## config.mk

```make
export PLATFORM = sky130hd
export DESIGN_NAME = truth_table_sweeper_flat
export DESIGN_NICKNAME = d
export VERILOG_FILES = /design/src/rtl/truth_table_sweeper_if.sv /design/src/rtl/truth_table_sweeper.sv /design/src/flat_wrapper.sv
export SDC_FILE = /design/constraint.sdc
export NUM_CORES = 1
export LEC_CHECK = 0
export CAP_MARGIN = 20
export CORE_MARGIN = 2
export CORE_UTILIZATION = 30
export CTS_CLUSTER_SIZE = 16
export DETAILED_ROUTE_END_ITERATION = 7
export PLACE_DENSITY = 0.59
export SYNTH_ARGS = -nofsm -noshare
export SYNTH_HDL_FRONTEND = slang
export SYNTH_SLANG_ARGS = --single-unit
```

## constraint.sdc

```tcl
create_clock -name clk -period 5.7 [get_ports clk]
set_clock_uncertainty 0.15 [all_clocks]
set_input_delay 1.71 -clock clk [delete_from_list [all_inputs] [get_ports clk]]
set_output_delay 1.71 -clock clk [all_outputs]
set_load 0.02 [all_outputs]
```

## src/rtl/truth_table_sweeper_if.sv

```systemverilog
// rtl/truth_table_sweeper_if.sv - stimulus/result bundle between a sweeper and its controller
interface truth_table_sweeper_if #(
  parameter int N = 4
) ();
  logic         start;
  logic         dut_f;
  logic [N-1:0] vec;
  logic         busy;
  logic         done;
  logic         pass;
  logic [N:0]   err_count;
  logic         first_fail_valid;
  logic [N-1:0] first_fail_vec;

  modport master (
    output start, dut_f,
    input  vec, busy, done, pass, err_count, first_fail_valid, first_fail_vec
  );

  modport slave (
    input  start, dut_f,
    output vec, busy, done, pass, err_count, first_fail_valid, first_fail_vec
  );
endinterface

```

## src/rtl/truth_table_sweeper.sv

```systemverilog
// rtl/truth_table_sweeper.sv - exhaustive truth-table stimulus and compare engine
module truth_table_sweeper #(
  parameter int                 N     = 4,
  parameter logic [(1<<N)-1:0]  TRUTH = 16'h6996,
  parameter int                 HOLD  = 10,
  parameter bit                 GRAY  = 1'b0
) (
  input  logic                    clk,
  input  logic                    rst_n,
  truth_table_sweeper_if.slave    bus
);
  localparam int NV = 1 << N;
  localparam int HW = (HOLD > 1) ? $clog2(HOLD) : 1;

  typedef enum logic [1:0] {S_IDLE, S_APPLY, S_DONE} state_t;

  state_t        state_q, state_d;
  logic [N-1:0]  k_q, k_d;
  logic [HW-1:0] hold_q, hold_d;
  logic [N-1:0]  vec_q, vec_d;
  logic [N:0]    err_q, err_d;
  logic          ffv_q, ffv_d;
  logic [N-1:0]  ffvec_q, ffvec_d;
  logic          busy_q, busy_d;
  logic          done_q, done_d;

  function automatic logic [N-1:0] vec_map(input logic [N-1:0] idx);
    return GRAY ? (idx ^ (idx >> 1)) : idx;
  endfunction

  always_ff @(posedge clk or negedge rst_n) begin
    if (!rst_n) begin
      state_q <= S_IDLE;
      k_q     <= '0;
      hold_q  <= '0;
      vec_q   <= '0;
      err_q   <= '0;
      ffv_q   <= 1'b0;
      ffvec_q <= '0;
      busy_q  <= 1'b0;
      done_q  <= 1'b0;
    end else begin
      state_q <= state_d;
      k_q     <= k_d;
      hold_q  <= hold_d;
      vec_q   <= vec_d;
      err_q   <= err_d;
      ffv_q   <= ffv_d;
      ffvec_q <= ffvec_d;
      busy_q  <= busy_d;
      done_q  <= done_d;
    end
  end

  logic sample_edge;
  logic last_vec;
  logic mismatch;

  always_comb begin
    state_d     = state_q;
    k_d         = k_q;
    hold_d      = hold_q;
    vec_d       = vec_q;
    err_d       = err_q;
    ffv_d       = ffv_q;
    ffvec_d     = ffvec_q;
    busy_d      = busy_q;
    done_d      = done_q;
    sample_edge = (hold_q == HW'(HOLD - 1));
    last_vec    = (k_q == N'(NV - 1));
    mismatch    = (bus.dut_f != TRUTH[vec_q]);
    case (state_q)
      S_IDLE, S_DONE: begin
        if (bus.start) begin
          state_d = S_APPLY;
          k_d     = '0;
          hold_d  = '0;
          vec_d   = vec_map('0);
          err_d   = '0;
          ffv_d   = 1'b0;
          ffvec_d = '0;
          done_d  = 1'b0;
          busy_d  = 1'b1;
        end
      end
      S_APPLY: begin
        if (!sample_edge) begin
          hold_d = hold_q + 1'b1;
        end else begin
          if (mismatch) begin
            err_d = err_q + 1'b1;
            if (!ffv_q) begin
              ffv_d   = 1'b1;
              ffvec_d = vec_q;
            end
          end
          // Last vector stays on the DUT inputs after the sweep ends.
          if (last_vec) begin
            state_d = S_DONE;
            busy_d  = 1'b0;
            done_d  = 1'b1;
          end else begin
            k_d    = k_q + 1'b1;
            vec_d  = vec_map(k_q + 1'b1);
            hold_d = '0;
          end
        end
      end
      default: state_d = S_IDLE;
    endcase
  end

  always_comb begin
    bus.vec              = vec_q;
    bus.busy             = busy_q;
    bus.done             = done_q;
    bus.err_count        = err_q;
    bus.first_fail_valid = ffv_q;
    bus.first_fail_vec   = ffvec_q;
    bus.pass             = done_q && (err_q == '0);
  end
endmodule
```

## src/flat_wrapper.sv

```systemverilog
// flat-port wrapper written by rule: the top's interface ports become plain ports
module truth_table_sweeper_flat 
#(
  parameter int                 N     = 4,
  parameter logic [(1<<N)-1:0]  TRUTH = 16'h6996,
  parameter int                 HOLD  = 10,
  parameter bit                 GRAY  = 1'b0
)
  (clk, rst_n, bus_start, bus_dut_f, bus_vec, bus_busy, bus_done, bus_pass, bus_err_count, bus_first_fail_valid, bus_first_fail_vec);
  truth_table_sweeper_if #(.N(N)) bus_i ();
  input  logic clk;
  input  logic rst_n;
  input wire logic [$bits(bus_i.start)-1:0] bus_start;
  input wire logic [$bits(bus_i.dut_f)-1:0] bus_dut_f;
  output wire logic [$bits(bus_i.vec)-1:0] bus_vec;
  output wire logic [$bits(bus_i.busy)-1:0] bus_busy;
  output wire logic [$bits(bus_i.done)-1:0] bus_done;
  output wire logic [$bits(bus_i.pass)-1:0] bus_pass;
  output wire logic [$bits(bus_i.err_count)-1:0] bus_err_count;
  output wire logic [$bits(bus_i.first_fail_valid)-1:0] bus_first_fail_valid;
  output wire logic [$bits(bus_i.first_fail_vec)-1:0] bus_first_fail_vec;
  assign bus_i.start = bus_start;
  assign bus_i.dut_f = bus_dut_f;
  assign bus_vec = bus_i.vec;
  assign bus_busy = bus_i.busy;
  assign bus_done = bus_i.done;
  assign bus_pass = bus_i.pass;
  assign bus_err_count = bus_i.err_count;
  assign bus_first_fail_valid = bus_i.first_fail_valid;
  assign bus_first_fail_vec = bus_i.first_fail_vec;
  truth_table_sweeper #(.N(N), .TRUTH(TRUTH), .HOLD(HOLD), .GRAY(GRAY)) u_core (.clk(clk), .rst_n(rst_n), .bus(bus_i));
endmodule
```

==> metrics.md <==
| Metric | Value |
|---|---|
| Total setup buffers inserted after CTS | `0` |
| Clk Latency, worst-skew pair | `0.25 ns` |
| RD Place Congestion | `0.7943` |
| Yosys warning total | `0` |
| CP arrival | `1.71 ns` |
| ANT cells | `0` |
| Gate Count Post-Synth | `110` |
| Hold path start | `u_core.state_q[1]` |
| Min-Delay Path Class | `flop to flop` |
| Lkg Pwr | `0.7172 nW` |
| Max Cap Viol | `0` |
| Slew margin rel. | `64.94%` |
| Reg2Reg Launch Point | `u_core.k_q[0]` |
| Finish-stage setup viols | `0` |
| Vias | `870` |
| Final Hold Vio Count | `0` |
| Clock buffer depth | `2` |
| Maximum VDD drop | `150.5 uV` |
| Synth top area share | `48.09%` |
| Syn Nets | `119` |
| WHS | `0.3435 ns` |
| CP Buf/Inv Count | `2` |
| Top FF cell, synth | `dfrtp_1` |
| Die Span Y | `65.78 um` |
| CP max stage delay | `0.60 ns` |
| Multiplexer share of the synthesized area | `7.978%` |
| Cell taking the most area after synthesis | `dfrtp_1` |
| Worst Slack Setup Final | `2.127 ns` |
| Post-synthesis cell type count | `35` |
| Main area contributors after synthesis | `dfrtp_1 48%, mux2i_1 7.0%, nand2_1 6.9%` |
| Fraction of the mapped netlist area in adder cells | `5.464%` |
| Antenna-violating nets left | `0` |
| Layout area overhead | `27.43%` |
| Final #Nets | `143` |
| Number of global-route vias before repair | `869` |
| Synth cell count leaders | `22 x dfrtp_1, 21 x nand2_1, 8 x mux2i_1` |
| Routed WL per cell | `12.64 um` |
| Initial DRC Count | `58` |
| Delay-heaviest family, CP | `buffers and inverters` |
| Design area | `1459 um2` |
| Hpwl dp | `1756 um` |
| Fin crit share | `62.68%` |
| Initial antenna violation count | `0` |
| CTS tree | `built` |
| Mapped Area | `1145 um2` |
| Final core occ | `39.85%` |
| DR pass1 iterations | `4` |
| Largest net degree at the start of global routing | `23` |
| CTS buffer count | `3` |
| Worst-path fanout max | `6` |
| Slowest cell on the critical path | `clkdlybuf4s50_1` |
| Worst-Margin Slew | `0.5259 ns` |
| Post-Synth XOR/XNOR Area | `4.481%` |
| Post-synth EDFFs | `0` |
| Root buf cell | `clkbuf_8` |
| Peak Freq | `279.9 MHz` |
| Total Die Area | `4326 um2` |
| Sequential fraction of the synthesis area | `48.09%` |
| RSZ-0062 raised after global routing | `false` |
| Setup Crit Path Kind | `flop to output pin` |
| Setup_tns | `0 ns` |
| Dpl cell area | `1390 um2` |
| GR Overflow Total | `0` |
| Global-route total usage across every layer | `11.63%` |
| Row cnt | `22` |
| CP endpoint kind | `output pin` |
| Yosys reg bits | `22` |
| Cts-stage hold buffer count | `0` |
| Total Wirelength | `2275 um` |
| CP Data Required Time | `3.84 ns` |
| Io pins | `21` |
| Largest family of logic cells by synthesized area | `simple AND/OR/NAND/NOR gates` |
| Clock sink count | `22` |
| Mean Syn Cell Area | `10.41 um2` |
| DRC viols | `0` |
| Reg clk slew, reported paths | `0.07 ns` |
| Final min period | `3.573 ns` |
| Chip width | `65.78 um` |
| Initial Utilization | `31.27%` |
| Asr flop ratio synth | `100.0%` |
| Post_cts resized | `0` |
| Pwr dens | `442.2 nW/um2` |
| Core outline area | `3661 um2` |
| Crit path launch | `u_core.bus.err_count[0]` |
| Compound-gate portion of the synthesized area | `12.02%` |
| Layout cells sized above 1 | `5.303%` |
| Pre-CTS setup slack | `2.270 ns` |
| Status | `finished, final reports clean` |
| Crit-path cells | `inv_1, ha_1, and4b_1, clkdlybuf4s50_1` |
| Port buffer count | `20` |
| First-pass GRT wire length | `4002 um` |
| H-tree levels | `1` |
| Simple-gate share of the synthesized area | `19.67%` |
| Top-count cell post-synth | `dfrtp_1` |
| Vias/cell | `4.833` |
| Final slew viol count | `0` |
| Setup crit start kind | `flop` |
## layer usage
layer,vias to the layer above,GRT usage [%],share of wire [%]
met5,-,0,0
met4,0,1.823,0
met3,0,1.704,4.4
met2,18,20.45,50
met1,422,15.33,46
li1,430,-,-
## path summary, 6_finish.rpt
| kind | endpoint | slack (ns) | cells past startpoint |
|---|---|---|---|
| worst min register to register | u_core.state_q[1] | 0.34 | 1 |
| max in group asynchronous | u_core.bus.first_fail_vec[1] | 3.45 | 2 |
| worst max register to register | u_core.bus.err_count[1] | 3.65 | 5 |
| min in group asynchronous | u_core.bus.err_count[4] | 1.56 | 1 |
| worst max-delay path | bus_pass | 2.13 | 4 |
| worst min-delay path | u_core.state_q[1] | 0.34 | 1 |
## worst reg2reg max path, delay by kind of cell, from the launching register on
| kind | cells | cell delay, ns |
|---|---|---|
| xor+xnor | 2 | 0.45 |
| fa+ha+maj | 1 | 0.36 |
| mux | 1 | 0.35 |
| simple gates | 1 | 0.17 |
| flops | 1 | 0.46 |
## stage by stage
stage | instances | power [mW]
after detailed placement | 176 | 0.5580
after CTS | 179 | 0.6528
after floorplan | 110 | 0.4395
final | 180 | 0.6451
after global placement | 176 | 0.5478
after global routing | 180 | 0.6989
## layout by cell type (no fill, tap or decap)
| cell | n |
|---|---|
| mux2_1 | 1 |
| nand3b_1 | 2 |
| a21oi_1 | 1 |
| a32o_1 | 1 |
| mux2i_1 | 8 |
| xnor2_1 | 1 |
| o22ai_1 | 1 |
| clkdlybuf4s50_1 | 20 |
| a41o_1 | 1 |
| buf_16 | 1 |
| inv_1 | 3 |
| a31oi_1 | 1 |
| o21ai_0 | 4 |
| xor2_1 | 3 |
| or2b_1 | 1 |
| xnor2_2 | 1 |
| ha_1 | 5 |
| nand2_1 | 21 |
| nand2b_1 | 1 |
| nand2_2 | 1 |
| nand3_1 | 5 |
| and4b_1 | 1 |
| a31o_1 | 1 |
| o31ai_1 | 2 |
| and3b_1 | 1 |
| o211a_1 | 1 |
| o211ai_1 | 1 |
| a21oi_4 | 1 |
| nor2b_1 | 2 |
| or4_1 | 1 |
| nor2_1 | 7 |
| a21o_1 | 3 |
| dfrtp_1 | 22 |
| nand4_1 | 1 |
| and2b_1 | 2 |
| clkbuf_8 | 3 |
## layout make-up
class | instances | area [um2]
clock buffer | 3 | 41.29
inverter | 3 | 11.26
multi-input combinational | 83 | 568.0
tap | 48 | 60.06
fill | 371 | 2202
sequential | 22 | 550.5
timing repair buffer | 21 | 227.7
## sequential cells by signal, summed over array words and instances (netlist names)
signal	cells
u_core.bus.busy	1
u_core.bus.done	1
u_core.bus.err_count	5
u_core.bus.first_fail_valid	1
u_core.bus.first_fail_vec	4
u_core.hold_q	4
u_core.k_q	4
u_core.state_q	2
## cells by family after synthesis
logic type,count (synthesis)
AOI/OAI and AO/OA,18
DFF,22
and+or+nand+nor,46
adders and majority gates,5
muxes,9
xor gates and xnor gates,5
buffers and inverters,5
## where the power goes
| group | switching (mW) | total [mW] | internal (mW) |
|---|---|---|---|
| sequential | 0.0595 | 0.264 | 0.205 |
| clock | 0.0448 | 0.0918 | 0.0470 |
| combinational | 0.145 | 0.289 | 0.144 |
Note: power is estimated with default switching activity, not from simulation.
